==> src/rtl/time_edit_ctrl.sv <==
// HH:MM:SS field editor between the button front-end and the clock core.
// Loads the live time on entry, edits six digit positions with auto-repeat, ends in COMMIT or CANCEL.
module time_edit_ctrl #(
    parameter int unsigned HOLD_CYCLES    = 500,
    parameter int unsigned REPEAT_CYCLES  = 100,
    parameter int unsigned TIMEOUT_CYCLES = 10000
) (
    input  logic        CLK,
    input  logic        RESET,
    input  logic        ENABLE,
    input  logic [4:0]  BUTTONS,
    input  logic [17:0] LOAD_DATA,
    output logic [17:0] EDIT_DATA,
    output logic [2:0]  CURSOR,
    output logic        EDIT_ACTIVE,
    output logic        COMMIT,
    output logic        CANCEL
);

    localparam int unsigned BTN_UP     = 4;
    localparam int unsigned BTN_DOWN   = 3;
    localparam int unsigned BTN_CENTER = 2;
    localparam int unsigned BTN_LEFT   = 1;
    localparam int unsigned BTN_RIGHT  = 0;

    localparam int unsigned HOLD_MAX = (HOLD_CYCLES > REPEAT_CYCLES) ? HOLD_CYCLES : REPEAT_CYCLES;
    localparam int unsigned HOLD_W   = $clog2(HOLD_MAX + 1);
    localparam int unsigned TO_W     = $clog2(TIMEOUT_CYCLES + 1);

    localparam logic [4:0] UP_ONLY   = 5'b10000;
    localparam logic [4:0] DOWN_ONLY = 5'b01000;

    typedef enum logic [1:0] {
        S_IDLE = 2'd0,
        S_EDIT = 2'd1,
        S_EXIT = 2'd2
    } state_t;

    state_t              state;
    logic [4:0]          btn_prev;
    logic [HOLD_W-1:0]   hold_cnt;
    logic [TO_W-1:0]     to_cnt;
    logic                rep_armed;
    logic                rep_phase;
    logic                held_up;

    logic [4:0]          press;
    logic                accept;
    logic                up_press;
    logic                dn_press;
    logic                center_press;
    logic                left_press;
    logic                right_press;
    logic                held_ok;
    logic [HOLD_W-1:0]   hold_target;
    logic                rep_hit;
    logic                step;
    logic                step_up;
    logic                activity;
    logic                timeout_hit;

    // Units digit: wraps at top; anything at or above top normalises to 0.
    function automatic logic [5:0] units_up(input logic [5:0] v, input logic [5:0] top);
        return (v >= top) ? 6'd0 : 6'(v + 6'd1);
    endfunction

    function automatic logic [5:0] units_dn(input logic [5:0] v, input logic [5:0] top);
        return (v == 6'd0) ? top : 6'(v - 6'd1);
    endfunction

    function automatic logic [5:0] ms_tens_up(input logic [5:0] v);
        return (v < 6'd50) ? 6'(v + 6'd10) : 6'(v - 6'd50);
    endfunction

    function automatic logic [5:0] ms_tens_dn(input logic [5:0] v);
        return (v >= 6'd10) ? 6'(v - 6'd10) : 6'(v + 6'd50);
    endfunction

    function automatic logic [5:0] hr_tens_up(input logic [5:0] v);
        return (v <= 6'd13) ? 6'(v + 6'd10) : 6'(v % 6'd10);
    endfunction

    // 0..3 jumps to 20..23, 4..9 to 14..19, so the result always stays a legal hour.
    function automatic logic [5:0] hr_tens_dn(input logic [5:0] v);
        logic [5:0] r;
        if (v >= 6'd10) begin
            r = 6'(v - 6'd10);
        end else if (v <= 6'd3) begin
            r = 6'(v + 6'd20);
        end else begin
            r = 6'(v + 6'd10);
        end
        return r;
    endfunction

    function automatic logic [17:0] edit_value(input logic [17:0] d, input logic [2:0] pos,
                                               input logic up);
        logic [5:0] h;
        logic [5:0] m;
        logic [5:0] s;
        h = d[17:12];
        m = d[11:6];
        s = d[5:0];
        case (pos)
            3'd0:    s = up ? units_up(s, 6'd59) : units_dn(s, 6'd59);
            3'd1:    s = up ? ms_tens_up(s)      : ms_tens_dn(s);
            3'd2:    m = up ? units_up(m, 6'd59) : units_dn(m, 6'd59);
            3'd3:    m = up ? ms_tens_up(m)      : ms_tens_dn(m);
            3'd4:    h = up ? units_up(h, 6'd23) : units_dn(h, 6'd23);
            3'd5:    h = up ? hr_tens_up(h)      : hr_tens_dn(h);
            default: ;
        endcase
        return {h, m, s};
    endfunction

    // Edge detection, one-hot press qualification and auto-repeat timing.
    always_comb begin
        press        = BUTTONS & ~btn_prev;
        accept       = (press != 5'd0) && ((press & 5'(press - 5'd1)) == 5'd0);
        up_press     = accept && press[BTN_UP];
        dn_press     = accept && press[BTN_DOWN];
        center_press = accept && press[BTN_CENTER];
        left_press   = accept && press[BTN_LEFT];
        right_press  = accept && press[BTN_RIGHT];
        held_ok      = rep_armed && (BUTTONS == (held_up ? UP_ONLY : DOWN_ONLY));
        hold_target  = rep_phase ? HOLD_W'(REPEAT_CYCLES - 1) : HOLD_W'(HOLD_CYCLES - 1);
        rep_hit      = held_ok && (hold_cnt == hold_target);
        step         = up_press || dn_press || rep_hit;
        step_up      = up_press ? 1'b1 : (dn_press ? 1'b0 : held_up);
        activity     = accept || rep_hit;
        timeout_hit  = (to_cnt == TO_W'(TIMEOUT_CYCLES - 1));
    end

    // Editor state machine; all outputs registered.
    always_ff @(posedge CLK) begin
        if (RESET) begin
            state       <= S_IDLE;
            btn_prev    <= 5'd0;
            hold_cnt    <= '0;
            to_cnt      <= '0;
            rep_armed   <= 1'b0;
            rep_phase   <= 1'b0;
            held_up     <= 1'b0;
            EDIT_DATA   <= 18'd0;
            CURSOR      <= 3'd0;
            EDIT_ACTIVE <= 1'b0;
            COMMIT      <= 1'b0;
            CANCEL      <= 1'b0;
        end else begin
            btn_prev <= BUTTONS;
            COMMIT   <= 1'b0;
            CANCEL   <= 1'b0;
            case (state)
                S_IDLE: begin
                    if (ENABLE) begin
                        state       <= S_EDIT;
                        EDIT_DATA   <= LOAD_DATA;
                        CURSOR      <= 3'd0;
                        EDIT_ACTIVE <= 1'b1;
                        to_cnt      <= '0;
                        hold_cnt    <= '0;
                        rep_armed   <= 1'b0;
                        rep_phase   <= 1'b0;
                    end
                end
                S_EDIT: begin
                    if (!ENABLE) begin
                        state       <= S_IDLE;
                        EDIT_ACTIVE <= 1'b0;
                        rep_armed   <= 1'b0;
                    end else if (center_press) begin
                        state       <= S_EXIT;
                        COMMIT      <= 1'b1;
                        EDIT_ACTIVE <= 1'b0;
                        rep_armed   <= 1'b0;
                    end else if (timeout_hit && !activity) begin
                        state       <= S_EXIT;
                        CANCEL      <= 1'b1;
                        EDIT_ACTIVE <= 1'b0;
                        rep_armed   <= 1'b0;
                    end else begin
                        if (step) begin
                            EDIT_DATA <= edit_value(EDIT_DATA, CURSOR, step_up);
                        end
                        if (left_press) begin
                            CURSOR <= (CURSOR == 3'd5) ? 3'd0 : 3'(CURSOR + 3'd1);
                        end else if (right_press) begin
                            CURSOR <= (CURSOR == 3'd0) ? 3'd5 : 3'(CURSOR - 3'd1);
                        end
                        // Repeat only while the button is held alone and unchanged.
                        if (up_press || dn_press) begin
                            rep_armed <= (BUTTONS == press);
                            held_up   <= up_press;
                            hold_cnt  <= '0;
                            rep_phase <= 1'b0;
                        end else if (held_ok) begin
                            if (rep_hit) begin
                                hold_cnt  <= '0;
                                rep_phase <= 1'b1;
                            end else begin
                                hold_cnt <= HOLD_W'(hold_cnt + 1'b1);
                            end
                        end else begin
                            rep_armed <= 1'b0;
                        end
                        to_cnt <= activity ? '0 : TO_W'(to_cnt + 1'b1);
                    end
                end
                S_EXIT: begin
                    if (!ENABLE) begin
                        state <= S_IDLE;
                    end
                end
                default: begin
                    state       <= S_IDLE;
                    EDIT_ACTIVE <= 1'b0;
                end
            endcase
        end
    end

endmodule
==> config.mk <==
export PLATFORM = sky130hd
export DESIGN_NAME = time_edit_ctrl
export DESIGN_NICKNAME = d
export VERILOG_FILES = /design/src/rtl/time_edit_ctrl.sv
export SDC_FILE = /design/constraint.sdc
export NUM_CORES = 1
export LEC_CHECK = 0
export ABC_AREA = 0
export CELL_PAD_IN_SITES_DETAIL_PLACEMENT = 2
export CELL_PAD_IN_SITES_GLOBAL_PLACEMENT = 2
export CORE_MARGIN = 3
export CORE_UTILIZATION = 33
export DETAILED_ROUTE_END_ITERATION = 12
export GPL_ROUTABILITY_DRIVEN = 0
export PLACE_DENSITY_LB_ADDON = 0.1
export SLEW_MARGIN = 20
export SYNTH_ARGS = -nofsm -noshare
export SYNTH_HDL_FRONTEND = slang
export SYNTH_SLANG_ARGS = --single-unit
==> constraint.sdc <==
create_clock -name CLK -period 4.1 [get_ports CLK]
set_input_delay 1.23 -clock CLK [delete_from_list [all_inputs] [get_ports CLK]]
set_output_delay 1.23 -clock CLK [all_outputs]
set_load 0.005 [all_outputs]
=== After elaboration in Yosys (flattened, before gate mapping) ===
Index checks and enable logic that the tools add are counted.
W data, S select, Z words.

* Add/sub/neg operators: 22
* Divide/modulo/power cells: 1
* $lt $le $gt $ge: 10
* Eq/ne operators: 25
* Muxes and demuxes: 82
* Bitwise logic cells: 8
* Reductions and logical operators: 34

{| class="wikitable"
|+ Operator list
! operator !! count
|-
| $mux W6 || 19
|-
| $mux W18 || 5
|-
| $mux W9 || 8
|-
| $mux W14 || 5
|-
| $pmux W18 S2 || 1
|-
| $pmux W6 S2 || 3
|-
| $pmux W14 S2 || 1
|-
| $reduce_and A7 Y1 || 4
|-
| $mux W3 || 8
|-
| $mux W1 || 20
|-
| $add A6 B1 Y6 const B || 3
|-
| $add A6 B4 Y6 const B || 3
|-
| $ge A6 B4 Y1 const B || 3
|-
| $logic_not A6 Y1 || 3
|-
| $pmux W9 S2 || 1
|-
| $sub A6 B1 Y6 const B || 3
|-
| $sub A6 B4 Y6 const B || 3
|-
| $add A14 B1 Y14 const B || 1
|-
| $eq A14 B14 Y1 const B || 1
|-
| $add A6 B6 Y6 const B || 2
|-
| $ge A6 B6 Y1 const B || 2
|-
| $lt A6 B6 Y1 const B || 2
|-
| $ne A2 B2 Y1 const B || 6
|-
| $reduce_and A6 Y1 || 2
|-
| 43 further kinds || 73
|}

* Register bits after elaboration: 57
* Input bits: 26
* Output and inout bits: 24
* Logic and storage cells: 196

=== Depth between registers and ports, before layout ===
Gate-level depths: netlist of the first run.

* Depth in word-level cells: 16
* Mapped depth: 12
* Mapped depth without buffers: 10

=== Least setup slack after synthesis of the first run ===
No wires, ideal clock.

* Path kind: input to register
* From: in BUTTONS[2]
* To: reg EDIT_DATA[13]
* Arrival: 3050 ps
* Data required time: 3984 ps
* Slack: 933 ps
* Cell stages on the path: 10
* Path buffers: 2
* Cell sequence: nand2b_1 > buf_2 > nand3_1 > a21oi_1 > o31ai_4 > or2_2 > buf_2 > a2111oi_0 > o21ai_0 > o211a_1

* Cells in the longest elaborated chain, start to end: 15

{| class="wikitable"
|+ RTL lines
! item !! RTL line !! source
|-
| from (decl) || 11 || <nowiki>input logic [4:0] BUTTONS,</nowiki>
|-
| $and A5 B5 Y5 || 118 || <nowiki>press = BUTTONS & ~btn_prev;</nowiki>
|-
| $sub A5 B1 Y5 || 119 || <nowiki>accept = (press != 5'd0) && ((press & 5'(press - 5'd1)) == 5'd0);</nowiki>
|-
| $and A5 B5 Y5 || 119 ||
|-
| $logic_not A5 Y1 || 119 ||
|-
| $logic_and A1 B1 Y1 || 119 ||
|-
| $logic_and A1 B1 Y1 || 121 || <nowiki>dn_press = accept && press[BTN_DOWN];</nowiki>
|-
| $mux W1 (2 in a row) || 129 || <nowiki>step_up = up_press ? 1'b1 : (dn_press ? 1'b0 : held_up);</nowiki>
|-
| $mux W6 (on tied branches) || 110, 109 ||
|-
| $pmux W6 S2 || 104 || <nowiki>case (pos)</nowiki>
|-
| $mux W18 || 182 || <nowiki>if (step) begin</nowiki>
|-
| $mux W18 || 176 || <nowiki>end else if (timeout_hit && !activity) begin</nowiki>
|-
| $mux W18 || 171 || <nowiki>end else if (center_press) begin</nowiki>
|-
| $mux W18 || 167 || <nowiki>if (!ENABLE) begin</nowiki>
|-
| $pmux W18 S2 || 153 || <nowiki>case (state)</nowiki>
|-
| to (signal assigned) || 183 || <nowiki>EDIT_DATA <= edit_value(EDIT_DATA, CURSOR, step_up);</nowiki>
|-
| to (decl) || 13 || <nowiki>output logic [17:0] EDIT_DATA,</nowiki>
|}

Several ways; a longest one is shown, not always the timed one. The select of a mux whose other input is x is not followed.
A chain may end at the register's enable or synchronous reset.

=== Worst setup path after layout of the first run ===
* From: in BUTTONS[0]
* To: reg EDIT_DATA[10]

* Cells in the longest elaborated chain, start to end: 15

{| class="wikitable"
|+ RTL lines
! item !! RTL line
|-
| $and A5 B5 Y5 || 118
|-
| $sub A5 B1 Y5 || 119
|-
| $and A5 B5 Y5 || 119
|-
| $logic_not A5 Y1 || 119
|-
| $logic_and A1 B1 Y1 || 119
|-
| $logic_and A1 B1 Y1 || 121
|-
| $mux W1 (2 in a row) || 129
|-
| $mux W6 (on tied branches) || 108, 107
|-
| $pmux W6 S2 || 104
|-
| $mux W18 || 182
|-
| $mux W18 || 176
|-
| $mux W18 || 171
|-
| $mux W18 || 167
|-
| $pmux W18 S2 || 153
|}

Several ways; a longest one is shown, not always the timed one. The select of a mux whose other input is x is not followed.

==> results_dict.tcl, run 1 <==
set metrics [dict create \
    critical_path_class "input pin to flip-flop" \
    synth.area.top_cells "dfxtp_1 21%, ha_1 7.7%, nor2_1 5.3%, a21oi_1 5.2%, o21ai_0 4.3%" \
    first_iter_violations 321 \
    cts_tree "done" \
    rr_endpoint "EDIT_DATA[16]$_SDFFE_PP0P_" \
    p_leak_nw 2.315 \
    yosys.area.top_type_share_pct 20.56 \
    grt_pass1_wl_um 34940 \
    worstSkewPairLatency_ps 340 \
    synth_compound_area_share_pct 30.61 \
    synth.largest_area_cell "dfxtp_1" \
    syn_nets 817 \
    post_cts_resized 0 \
    hold_buffers 0 \
    viasPerCell 5.961 \
    diodes 0 \
    cts_setup_buffers 0 \
    fin_ws_ps 415.0 \
    row_count 46 \
    drive_above_1_share_pct 9.379 \
    wl_met3_um 578 \
    rsz0062_at_grt "false" \
    r2r_start "EDIT_DATA[14]$_SDFFE_PP0P_" \
    worstRegToRegCells 11 \
    dieArea_mm2 0.01841 \
    fp.dieH_um 135.7 \
    cts.path.max_buffers 2 \
    synth_seq_cells 57 \
    tns_ps 0 \
    cts.clk_slew.worst_paths_ps 50 \
    cp-endpoint "EDIT_DATA[10]$_SDFFE_PP0P_" \
    synth_common_cells "79 x nor2_1, 60 x nand2_1, 58 x a21oi_1" \
    hold_viol 0 \
    core_mm2 0.01617 \
    pre_cts_ws_ps 83.79 \
    finalClockSkew_ps 7.800 \
    synth_area_mm2 0.005550 \
    clkSinkCount 57 \
    antenna_found_initial 0 \
    required_ps 4330 \
    hp-class "flip-flop to flip-flop" \
    routedWlPerCell_um 20.69 \
    finalMaxSlewViolations 0 \
    cts_root_buffer "clkbuf_16" \
    overflow 0 \
    outcome "finished, final reports clean" \
    dp_hpwl_um 15360 \
    synthArstFlopShare_pct 0 \
    worst_slew_pin_slew_ps 844.3 \
    synth-adder-area-share_pct 7.845 \
    ys_types 88 \
    drt-met1-wl_um 9725 \
    drt-total-wl_um 20790 \
    dr.max_layer_used "met4" \
    synth_top_family_by_area "compound AO/OA/AOI/OAI gates" \
    reg2reg_slack_ps 910 \
    drtAntennaViolNets 0 \
    grt_max_degree 29 \
    max_cap_viol_count 0 \
    die_x_um 135.7 \
    fmax_mhz 271.4 \
    final_nets 844 \
    firstDrtPassIters 4 \
    arrival_ps 3910 \
    synthXorXnorAreaFrac_pct 5.681 \
    muxShareOfSynthArea_pct 1.713 \
    yosys_warnings 0 \
    initial_core_util_pct 34.32 \
    syn_inst 757 \
    htree_num_levels 3 \
    p_per_area_mw_per_mm2 324.7 \
    synth_most_common_cell "nor2_1" \
    min_period_ps 3685 \
    yosys.area_share.simple_pct 27.25 \
    synthFlopType "dfxtp_1" \
    vias 5991 \
    ir_worst_vdd_mv 0.2043 \
    fin_crit_sh_pct 89.88 \
    wl_met2_um 10290 \
    synth_edf_count 0 \
    final-setup-viol-count 0 \
    avgSynthCellArea_um2 7.332 \
    num_io_pins 50 \
    end_kind "flip-flop" \
    relSlewSlack_pct 43.63 \
    critPathLaunch "BUTTONS[0]" \
    gr-usage-all-layers_pct 23.29 \
    ys_seq_area_share_pct 20.56 \
    critPathLaunchType "input pin" \
    area_growth_pct 17.65 \
    grt_pass1_vias 6488 \
    drc 0 \
    cts_made_buffers 9 \
    port_buffers 49 \
    crit_fanout 11 \
]
-- critical path, stage by stage --
cell             delay (ps)
clkdlybuf4s50_1         460
nor4b_1                 390
o21ai_1                 250
nor2_2                  300
a311oi_2                110
or2_1                   340
o32ai_2                 280
buf_4                   230
a211oi_1                 90
a31o_2                  220
-- cell families (layout without fill, tap and decap cells) --
logic type / Yosys count / count (layout)
compound gates: 241 / 241
xor+xnor: 36 / 36
fa+ha+maj: 35 / 35
buf+inv: 82 / 114
flops: 57 / 57
mux: 9 / 9
simple gates: 297 / 297
-- power breakdown --
group / switching, mW / leakage, nW / internal [mW]
clock: 0.285 / 0.149 / 0.469
sequential: 0.0771 / 0.466 / 0.579
combinational: 0.415 / 1.70 / 0.295
total: 0.777 / 2.31 / 1.34
-- routing by layer --
metal / vias to the layer above / track usage [%]
met5: - / 0
li1: 2854 / -
met3: 18 / 3.120
met1: 3045 / 30.94
met4: 0 / 4.535
met2: 74 / 40.54
-- area by class of cell --
type                       instances  area [um2]
fill                            1927        9643
clock buffer                       9       225.2
sequential                        57        1141
timing repair buffer              69       653.1
multi-input combinational        618        4060
inverter                          29       108.9
tap                              216       270.3
clock inverter                     7       71.32
-- per-stage QoR --
stage / cell area, um2 / hold slack [ps] / cells / util, % / power (mW)
6_report: 6530 / 500.0 / 1005 / 40.38 / 2.120
5_1_grt: 6530 / 556.5 / 1005 / 40.38 / 2.256
4_1_cts: 6530 / 509.3 / 1005 / 40.38 / 2.142
3_5_place_dp: 6233 / 501.1 / 989 / 38.54 / 1.371
3_3_place_gp: 6233 / 483.0 / 989 / 38.54 / 1.340
2_1_floorplan: 5550 / 442.3 / 757 / - / 1.120
-- registers in the layout, summed over array words and instances (netlist names) --
name / count
to_cnt: 14
COMMIT: 1
held_up: 1
rep_phase: 1
EDIT_DATA: 18
hold_cnt: 9
CURSOR: 3
CANCEL: 1
rep_armed: 1
state: 2
EDIT_ACTIVE: 1
btn_prev: 5
-- how the worst min path moves through the flow --
| stage | from | end | slack [ps] | cells after the start |
|---|---|---|---|---|
| final | to_cnt[1]$_SDFFE_PP0P_ | to_cnt[1]$_SDFFE_PP0P_ | 500 | 2 |
| after global routing | to_cnt[11]$_SDFFE_PP0P_ | CANCEL$_SDFF_PP0_ | 560 | 1 |
| after CTS | to_cnt[1]$_SDFFE_PP0P_ | to_cnt[1]$_SDFFE_PP0P_ | 510 | 2 |
| after detailed placement | to_cnt[1]$_SDFFE_PP0P_ | to_cnt[1]$_SDFFE_PP0P_ | 500 | 2 |
| after global placement | to_cnt[1]$_SDFFE_PP0P_ | to_cnt[1]$_SDFFE_PP0P_ | 480 | 2 |
| after floorplan | to_cnt[11]$_SDFFE_PP0P_ | CANCEL$_SDFF_PP0_ | 440 | 1 |
-- layout by cell type, fill, tap and decap left out, types with 6 or more instances in the layout --
cell type	count
nor3_1	20
nor2_1	79
a21oi_1	58
xnor2_1	19
o211ai_1	9
clkdlybuf4s50_1	49
xor2_1	17
ha_1	34
nand2_1	60
nand3_1	33
a311oi_1	6
and2_1	9
nor2b_1	12
inv_1	28
nand4_1	18
nand2b_1	11
o21ai_0	48
o31ai_1	6
buf_4	19
or3_1	7
a211oi_1	9
clkbuf_16	9
a31oi_1	21
dfxtp_1	57
and3_1	8
a221oi_1	6
(Power assumes the default switching activity.)
==> run 2: changes to the inputs <==
--- a/config.mk
+++ b/config.mk
@@ -6,6 +6,7 @@
 export NUM_CORES = 1
 export LEC_CHECK = 0
 export ABC_AREA = 0
+export CAP_MARGIN = 20
 export CELL_PAD_IN_SITES_DETAIL_PLACEMENT = 2
 export CELL_PAD_IN_SITES_GLOBAL_PLACEMENT = 2
 export CORE_MARGIN = 3
@@ -13,6 +14,7 @@
 export DETAILED_ROUTE_END_ITERATION = 12
 export GPL_ROUTABILITY_DRIVEN = 0
 export PLACE_DENSITY_LB_ADDON = 0.1
+export SKIP_CTS_REPAIR_TIMING = 1
 export SLEW_MARGIN = 20
 export SYNTH_ARGS = -nofsm -noshare
 export SYNTH_HDL_FRONTEND = slang
==> constraint.sdc (replaced) <==
create_clock -name CLK -period 4.2 [get_ports CLK]
set_input_delay 1.26 -clock CLK [delete_from_list [all_inputs] [get_ports CLK]]
set_output_delay 1.26 -clock CLK [all_outputs]
set_load 0.005 [all_outputs]
==> results_dict.tcl, run 2 (synthesis gave the netlist of run 1 again) <==
set metrics [dict create \
    wl_met3_um 485 \
    first_iter_violations 235 \
    cp_slowest_cell "clkdlybuf4s50_1" \
    drt-met1-wl_um 9784 \
    fp.dieH_um 135.7 \
    num_io_pins 50 \
    min_period_ps 3750 \
    cpPeakStageDelay_ps 550 \
    largest-register "EDIT_DATA" \
    worstPathCellList "clkdlybuf4s50_1 -> nand2b_1 -> a41o_1 -> a21oi_2 -> buf_4 -> a21oi_1 -> a211oi_1 -> xor2_1 -> o211ai_1 -> a31oi_1" \
    fin_area_mm2 0.006545 \
    p_per_area_mw_per_mm2 319.9 \
    antenna_found_initial 0 \
    critPathLaunchType "input pin" \
    required_ps 4400 \
    hold_viol 0 \
    vias 5948 \
    end_kind "flip-flop" \
    cts_root_buffer "clkbuf_16" \
    tns_ps 0 \
    finalMaxSlewViolations 0 \
    dieArea_mm2 0.01841 \
    final_cell_mix "79 x nor2_1, 60 x nand2_1, 58 x a21oi_1, 57 x dfxtp_1, 49 x clkdlybuf4s50_1" \
    viasPerCell 5.913 \
    max_cap_viol_count 0 \
    gr-usage-all-layers_pct 23.47 \
    place_area_mm2 0.006241 \
    stdcell_count 1006 \
    initial_core_util_pct 34.32 \
    rsz0062_at_grt "false" \
    outcome "finished, final reports clean" \
    final_nets 845 \
    relSlewSlack_pct 55.45 \
    drc 0 \
    cts_made_buffers 9 \
    firstDrtPassIters 4 \
    worstSkewPairLatency_ps 340 \
    fin_util_pct 40.47 \
    p_total_mw 2.094 \
    grt_pass1_vias 6493 \
    wl_met2_um 10660 \
    htree_num_levels 3 \
    finalClockSkew_ps 4.893 \
    port_buffers 49 \
    worst_slew_pin_slew_ps 667.4 \
    critical_path_class "input pin to flip-flop" \
    core_mm2 0.01617 \
    drtAntennaViolNets 0 \
    grt_max_degree 29 \
    grt_pass1_wl_um 34850 \
    cts.path.max_buffers 2 \
    ir_worst_vdd_mv 0.1857 \
    final_common_cell "nor2_1" \
    die_x_um 135.7 \
    dr.max_layer_used "met4" \
    cts.clk_slew.worst_paths_ps 50 \
    drt-total-wl_um 21170 \
    arrival_ps 3950 \
    cts_tree "done" \
    area_growth_pct 17.92 \
    row_count 46 \
    dp_cells 990 \
    fmax_mhz 266.7 \
    fin_crit_sh_pct 89.28 \
    final-setup-viol-count 0 \
    dp_hpwl_um 15570 \
    p_leak_nw 2.322 \
    hp-class "flip-flop to flip-flop" \
    clkSinkCount 57 \
    overflow 0 \
    largest_reg_flops 18 \
    routedWlPerCell_um 21.04 \
    drive_above_1_share_pct 9.494 \
    crit_fanout 10 \
    diodes 0 \
    reg_top3 "EDIT_DATA (18), to_cnt (14), hold_cnt (9)" \
]
## run 2: changes by cell type in the layout (fill, tap and decap cells not counted), sizes merged
cell    before  now
buf         20   21
clkinv       6    4
inv         29   31
## run 2: power by group
| part | internal, mW | switching [mW] |
|---|---|---|
| Sequential | 0.565 | 0.0639 |
| Combinational | 0.289 | 0.415 |
| Clock | 0.465 | 0.296 |
| Total | 1.32 | 0.775 |
## run 2: worst max-delay path, delay by kind of cell
kind                      cells  cell delay [ps]
AOI/OAI and AO/OA             6             1550
and+or+nand+nor               1              260
buffers and inverters         2              770
xor gates and xnor gates      1              110
## run 2: worst paths after layout
path	startpoint	endpoint	slack, ps	cells past startpoint
hold reg to reg	to_cnt[1]$_SDFFE_PP0P_	to_cnt[1]$_SDFFE_PP0P_	480	2
setup / recovery	BUTTONS[2]	EDIT_DATA[2]$_SDFFE_PP0P_	450	10
setup reg to reg	EDIT_DATA[13]$_SDFFE_PP0P_	EDIT_DATA[16]$_SDFFE_PP0P_	920	10
hold / removal	to_cnt[1]$_SDFFE_PP0P_	to_cnt[1]$_SDFFE_PP0P_	480	2
## run 2: area by class of cell
class                           count  area, um2
Clock buffer                        9      225.2
Clock inverter                      7      78.83
Fill cell                        1861       9628
Inverter                           29      108.9
Multi-Input combinational cell    618       4060
Sequential cell                    57       1141
Tap cell                          216      270.3
Timing Repair Buffer               70      660.6
## run 2: metal layers
layer	up-vias	track usage, %
li1	2858	-
met1	2996	29.65
met2	75	42.56
met3	19	3.343
met4	0	4.591
met5	-	0
## run 2: per-stage QoR
step | hold WS [ps] | setup slack (ps)
2_1_floorplan | 442.3 | 1003
3_3_place_gp | 480.6 | 322.0
3_5_place_dp | 475.4 | 183.7
4_1_cts | 483.8 | 501.6
5_1_grt | 503.8 | 274.2
6_report | 480.1 | 450.1
